`config.mk`:
```
export PLATFORM = sky130hd
export DESIGN_NAME = conv_tile_writer
export DESIGN_NICKNAME = d
export VERILOG_FILES = /design/src/rtl/conv_pkg.sv /design/src/rtl/tile_bank.sv /design/src/rtl/conv_tile_writer.sv
export SDC_FILE = /design/constraint.sdc
export NUM_CORES = 1
export LEC_CHECK = 0
export CORE_ASPECT_RATIO = 1.75
export CORE_UTILIZATION = 35
export DETAILED_ROUTE_END_ITERATION = 8
export PLACE_DENSITY = 0.7
export SLEW_MARGIN = 20
export SYNTH_ARGS = -nofsm -noshare
export SYNTH_HDL_FRONTEND = slang
export SYNTH_SLANG_ARGS = --single-unit
```
`constraint.sdc`:
```
create_clock -name clk -period 5.4 [get_ports clk]
set_input_delay 0.81 -clock clk [delete_from_list [all_inputs] [get_ports clk]]
set_output_delay 0.81 -clock clk [all_outputs]
set_load 0.01 [all_outputs]
```
`src/rtl/conv_pkg.sv`:
```
// conv_pkg: tile geometry and writer FSM state shared with the convolution datapath
package conv_pkg;
    localparam int ROWS   = 3;
    localparam int COLS   = 3;
    localparam int DATA_W = 8;
    localparam int ELEMS  = ROWS * COLS;
    typedef enum logic [1:0] {IDLE, LOAD_FILT, LOAD_IMG, HOLD} state_t;
endpackage

```
`src/rtl/tile_bank.sv`:
```
// tile_bank: ELEMS x DATA_W register bank with indexed write, flat readout and sync clear
module tile_bank #(
    parameter int ELEMS  = 9,
    parameter int DATA_W = 8,
    parameter int IDX_W  = 4
) (
    input  logic                    clk,
    input  logic                    rst,
    input  logic                    we,
    input  logic [IDX_W-1:0]        idx,
    input  logic [DATA_W-1:0]       wdata,
    output logic [ELEMS*DATA_W-1:0] flat
);
    logic [DATA_W-1:0] mem_q [ELEMS];
    always_ff @(posedge clk) begin
        if (rst) begin
            for (int e = 0; e < ELEMS; e++) mem_q[e] <= '0;
        end else if (we) begin
            mem_q[idx] <= wdata;
        end
    end
    for (genvar e = 0; e < ELEMS; e++) begin : g_flat
        assign flat[e*DATA_W +: DATA_W] = mem_q[e];
    end
endmodule

```
`src/rtl/conv_tile_writer.sv`:
```
// conv_tile_writer: streams a filter tile then an image tile into two banks and holds them until ack.
// Define CONV_TILE_FILTER_REUSE_EN to let a start with load_filter=0 keep an already loaded filter.
module conv_tile_writer #(
    parameter int ROWS   = 3,
    parameter int COLS   = 3,
    parameter int DATA_W = 8
) (
    input  logic                        clk,
    input  logic                        rst,
    input  logic                        start,
    input  logic                        load_filter,
    input  logic [DATA_W-1:0]           s_data,
    input  logic                        s_valid,
    output logic                        s_ready,
    output logic [ROWS*COLS*DATA_W-1:0] filter_flat,
    output logic [ROWS*COLS*DATA_W-1:0] img_flat,
    output logic                        tile_valid,
    input  logic                        tile_ack,
    output logic                        busy
);
    import conv_pkg::*;
    localparam int TILE_ELEMS = ROWS * COLS;
    localparam int IDX_W      = $clog2(TILE_ELEMS);
    state_t state_q, state_d;
    logic [IDX_W-1:0] row_q, row_d, col_q, col_d, idx;
    logic filter_loaded_q, filter_loaded_d;
    logic beat, last, col_wrap, skip;
`ifdef CONV_TILE_FILTER_REUSE_EN
    assign skip = !load_filter && filter_loaded_q;
`else
    logic unused_cfg;
    assign unused_cfg = load_filter ^ filter_loaded_q;
    assign skip = 1'b0;
`endif
    assign s_ready    = state_q == LOAD_FILT || state_q == LOAD_IMG;
    assign tile_valid = state_q == HOLD;
    assign busy       = state_q != IDLE;
    assign beat       = s_valid && s_ready;
    assign col_wrap   = col_q == IDX_W'(COLS - 1);
    assign last       = col_wrap && row_q == IDX_W'(ROWS - 1);
    assign idx        = IDX_W'(row_q * IDX_W'(COLS) + col_q);
    always_ff @(posedge clk) begin
        if (rst) begin
            state_q         <= IDLE;
            row_q           <= '0;
            col_q           <= '0;
            filter_loaded_q <= 1'b0;
        end else begin
            state_q         <= state_d;
            row_q           <= row_d;
            col_q           <= col_d;
            filter_loaded_q <= filter_loaded_d;
        end
    end
    always_comb begin
        state_d         = state_q;
        row_d           = row_q;
        col_d           = col_q;
        filter_loaded_d = filter_loaded_q;
        case (state_q)
            IDLE:      if (start) state_d = skip ? LOAD_IMG : LOAD_FILT;
            LOAD_FILT,
            LOAD_IMG: begin
                if (beat) begin
                    col_d = col_wrap ? '0 : col_q + IDX_W'(1);
                    row_d = last ? '0 : col_wrap ? row_q + IDX_W'(1) : row_q;
                    if (last) begin
                        state_d         = state_q == LOAD_FILT ? LOAD_IMG : HOLD;
                        filter_loaded_d = filter_loaded_q || state_q == LOAD_FILT;
                    end
                end
            end
            HOLD:      if (tile_ack) state_d = IDLE;
            default:   state_d = IDLE;
        endcase
    end
    tile_bank #(.ELEMS(TILE_ELEMS), .DATA_W(DATA_W), .IDX_W(IDX_W)) u_filter_bank (
        .clk(clk), .rst(rst), .we(beat && state_q == LOAD_FILT),
        .idx(idx), .wdata(s_data), .flat(filter_flat)
    );
    tile_bank #(.ELEMS(TILE_ELEMS), .DATA_W(DATA_W), .IDX_W(IDX_W)) u_img_bank (
        .clk(clk), .rst(rst), .we(beat && state_q == LOAD_IMG),
        .idx(idx), .wdata(s_data), .flat(img_flat)
    );
endmodule

```
== Yosys cells after proc, flatten, opt, wreduce, memory -nomap -nowiden ==
Memories as Yosys holds them, arrays and structs flattened.
Cells that the tools add are included.
Widths: inputs -> output; s select.

* Bits in registers: 10
* Memory bits (writable): 144
* Input bits: 14
* Output and inout bits: 147
* Memories kept: 2

* Add/sub/neg operators: 3
* Multipliers: 1
* Equal/unequal tests: 9
* Muxes and demuxes: 23
* Reduce and logical (&&, ||, !) cells: 14

{| class="wikitable"
|+ Memory list
! memory !! words !! bits a word !! read ports !! clocked after memory_dff !! write ports !! line !! source
|-
| u_filter_bank.mem_q || 9 || 8 || 9 || 0 || 9 || tile_bank.sv:14 || <nowiki>logic [DATA_W-1:0] mem_q [ELEMS];</nowiki>
|-
| u_img_bank.mem_q || 9 || 8 || 9 || 0 || 9 || tile_bank.sv:14 ||
|}

{| class="wikitable"
|+ Operators by type and width
! cell !! count
|-
| $mux 4 || 5
|-
| $mux 8 || 2
|-
| $reduce_or 8->1 || 2
|-
| $mux 1 || 11
|-
| $add 4x1->4 const B || 2
|-
| $eq 4x2->1 const B || 2
|-
| $mux 2 || 4
|-
| $ne 2x2->1 const B || 3
|-
| $pmux 2 s3 || 1
|-
| $add 4x4->4 || 1
|-
| $eq 2x2->1 const B || 2
|-
| $logic_and 1x1->1 || 4
|-
| $mul 4x2->4 const B || 1
|-
| $reduce_and 4->1 || 1
|-
| $reduce_bool 2->1 || 2
|-
| $reduce_and 3->1 || 1
|-
| $eq 2x1->1 const B || 1
|-
| $logic_not 2->1 || 1
|-
| $ne 2x1->1 const B || 1
|-
| $reduce_and 2->1 || 1
|-
| $reduce_or 2->1 || 1
|-
| $logic_or 1x1->1 || 1
|}

== Longest topological paths before layout ==
* Word-level depth: 9
* Mapped depth: 10

== Cells and area by module ==
A second synthesis with hierarchy kept.

* Cell total of the unflattened synthesis: 451
* Area total of the unflattened synthesis: 6,521.3 um^2

{| class="wikitable"
|+ By module, submodules not included
! module !! instances !! cells each !! area an instance (um^2) !! seq. area each (um^2)
|-
| tile_bank (u_filter_bank) || 1 || 186 || 2,936.6 || 2,162.1
|-
| tile_bank (u_img_bank) || 1 || 186 || 2,874.0 || 2,162.1
|-
| conv_tile_writer || 1 || 79 || 710.7 || 200.2
|}

== Least setup slack after synthesis ==
No wires, ideal clock.

* Path type: reg-to-reg
* Start: reg row_q[1]
* End: mem u_filter_bank.mem_q[6][0] (enable)
* Arrival: 3,125 ps
* Slack: 1,891 ps
* Cell stages (with the launch flop): 8
* Path buffers: 0
* Path through: dfxtp_1 > fa_1 > ha_1 > fa_1 > xor2_2 > xor2_4 > nand4_4 > o21ai_0

{| class="wikitable"
|+ RTL lines
! item !! line !! source
|-
| start, declared || conv_tile_writer.sv:25 || <nowiki>logic [IDX_W-1:0] row_q, row_d, col_q, col_d, idx;</nowiki>
|-
| start signal, assigned || conv_tile_writer.sv:50 || <nowiki>row_q <= row_d;</nowiki>
|-
| end, declared || tile_bank.sv:14 ||
|}

==> flow_metrics.py <==
metrics = {
    "run_status": {
        "status": "finished clean",
    },
    "drt": {
        "drc": 0,
        "drt_iter0_drc": 289,
        "wl_um": 15900,
        "vias": 4088,
        "antenna_left": 0,
        "first_pass_iters": 5,
        "vias_per_cell": 4.84,
        "routedWlPerCell_um": 18.9,
    },
    "global_route": {
        "grt_max_degree": 21,
        "antenna_found_initial": 0,
        "grt_usage": 0.184,
        "grt_pass1_wl_um": 23600,
        "gr-total-overflow": 0,
        "grt_pass1_vias": 4140,
    },
    "worst_setup_path": {
        "crit_buf_inv": 0,
        "crit_fanout": 18,
        "crit_path_frequent_cell": "fa_1",
        "cpPeakStageDelay_ns": 0.93,
        "criticalPathCategory": "reg2reg",
        "end_kind": "flip-flop",
        "cp_top_family": "adder cells",
        "worstPathRequired_ns": 5.44,
        "startpoint_type": "flip-flop",
        "crit_arrival_ns": 4.10,
        "cp_cell_sequence": "fa_1 > ha_1 > fa_1 > xor2_2 > xor2_4 > nand4_4 > o21ai_0",
        "slowest_stage": "o21ai_0",
    },
    "logic_synthesis": {
        "avgSynthCellArea_um2": 13.8,
        "ys_ff_latch": 154,
        "synth_area_leader_cell": "edfxtp_1",
        "synth_warnings": 0,
        "synth_area_leaders": "edfxtp_1, nor2_1, dfxtp_1",
        "synth_edf_count": 144,
        "syn_nets": 471,
        "synth_top_area_share": 0.705,
        "synth_cell_types": 41,
        "synth_flop_cell": "edfxtp_1",
        "synthArstFlopShare": 0,
        "yosysSeqAreaShare": 0.738,
        "synth_area_um2": 6130,
        "synthCells": 444,
    },
    "timing": {
        "fin_skew_ns": 0.0101,
        "drv_slew": 0,
        "hold_violations": 0,
        "finalSetupTns_ns": 0,
        "tightestPinTransition_ns": 1.07,
        "min_period_ns": 4.06,
        "rsz0062_at_grt": "no",
        "period_share": 0.752,
        "fmaxAchievable_mhz": 246,
        "setup_viol": 0,
        "slew_headroom": 0.277,
    },
    "finish": {
        "fill_cells": 1474,
        "layout-drive-gt1-share": 0.0810,
        "final_cells": 844,
        "fin_area_um2": 8490,
        "final_cell_mix": "clkdlybuf4s50_1, edfxtp_1, nor2_1",
        "antennaDiodeCount": 0,
        "nets": 631,
        "finish.utilization": 0.499,
        "area_growth_pct": 38.5,
        "final_common_cell": "clkdlybuf4s50_1",
    },
    "floorplanning": {
        "die_w_um": 102,
        "io_pins": 161,
        "die_y_um": 177,
        "rows": 63,
        "dieArea_um2": 18100,
        "core_area_um2": 17000,
        "initial_core_util": 0.360,
    },
    "power_and_ir_drop": {
        "power.leakage_uw": 0.00302,
        "p_per_area_nw_per_um2": 329,
        "peakVddDrop_mv": 0.176,
    },
    "clock_tree": {
        "clock_path_buffers": 2,
        "tritoncts": "done",
        "cts_resized": 0,
        "clkTransAtPathRegs_ns": 0.06,
        "numCtsBuffers": 17,
        "clock-sinks": 154,
        "cts_setup_buffers": 0,
        "cts_hold_buf": 0,
        "clock-root-buffer": "clkbuf_16",
        "htreeDepth": 4,
        "insertion_delay_ns": 0.42,
    },
    "flow_run": {
        "cap_violations": 0,
    },
    "place": {
        "dp_cells": 812,
        "dpl_cell_area_um2": 7910,
        "dp_hpwl_um": 11700,
        "gp_congestion": 0.812,
        "portBuffers": 159,
    },
    "min_path": {
        "hold_class": "reg2reg",
    },
}
per-layer routing:
metal	wire length (um)	up-vias	global-route usage	share of wire
met5	0	-	0	0
met4	584	0	0.0988	0.037
met3	731	30	0.0269	0.046
met2	9180	164	0.349	0.58
met1	5420	2025	0.187	0.34
li1	-	1869	-	-
worst reg2reg max path, stage by stage (launching register included):
cell and delay, ns:
dfxtp_1 0.50, fa_1 0.45, ha_1 0.22, fa_1 0.41, xor2_2 0.34, xor2_4 0.50
nand4_4 0.33, o21ai_0 0.93
Yosys cell counts (2+ instances only):
cell / instances
a21o_1: 2
a21oi_1: 6
and3_1: 19
buf_2: 7
buf_6: 3
clkbuf_1: 7
clkbuf_2: 2
dfxtp_1: 10
edfxtp_1: 144
fa_1: 3
ha_1: 10
inv_1: 9
nand2_1: 34
nand3_1: 2
nand3_2: 2
nand3_4: 4
nand4_4: 2
nor2_1: 135
nor2b_1: 3
o21ai_0: 15
o21ai_1: 2
or3_2: 2
xnor2_1: 2
xor2_1: 2
where the power goes:
group	switching (uW)	internal [uW]	leakage [uW]
logic	158	102	0.00117
registers	23.3	1350	0.00156
clock network	508	653	0.000284
logic make-up after synthesis:
kind of cell | Yosys count | synth area share
mux | 1 | 0.00163
flops | 154 | 0.738
xor+xnor | 7 | 0.0155
fa+ha+maj | 13 | 0.0302
simple gates | 211 | 0.164
buf+inv | 29 | 0.0239
compound gates | 29 | 0.0265
sequential cells by signal, indices dropped and copies added, names as in the netlist:
name	flops
u_filter_bank.mem_q	72
col_q	4
state_q	2
row_q	4
u_img_bank.mem_q	72
per-stage QoR:
step	hold WS [ns]	power (uW)	worst slack, ns
2_1_floorplan	0.457	1500	1.89
6_report	0.512	2790	1.34
5_1_grt	0.572	2870	1.06
3_5_place_dp	0.501	1660	1.17
3_3_place_gp	0.475	1650	1.33
4_1_cts	0.513	2800	1.31
path summary, 6_finish.rpt:
path                 start                endpoint  slack [ns]  depth (start not counted)
setup / recovery  row_q[0]  u_img_bank.mem_q[6][6]        1.34                          7
hold / removal    row_q[3]                row_q[3]        0.51                          2
setup reg to reg  row_q[0]  u_img_bank.mem_q[6][6]        1.34                          7
hold reg to reg   row_q[3]                row_q[3]        0.51                          2
layout make-up:
class	count	area (um^2)	share of cell area
clock buffer	17	425	0.0501
tap	227	284	0.0335
sequential	154	4520	0.533
clock inverter	15	156	0.0184
inverter	9	33.8	0.00398
multi-input combinational	261	1460	0.172
timing repair buffer	161	1610	0.189
Power figures use the tool's default switching activity.
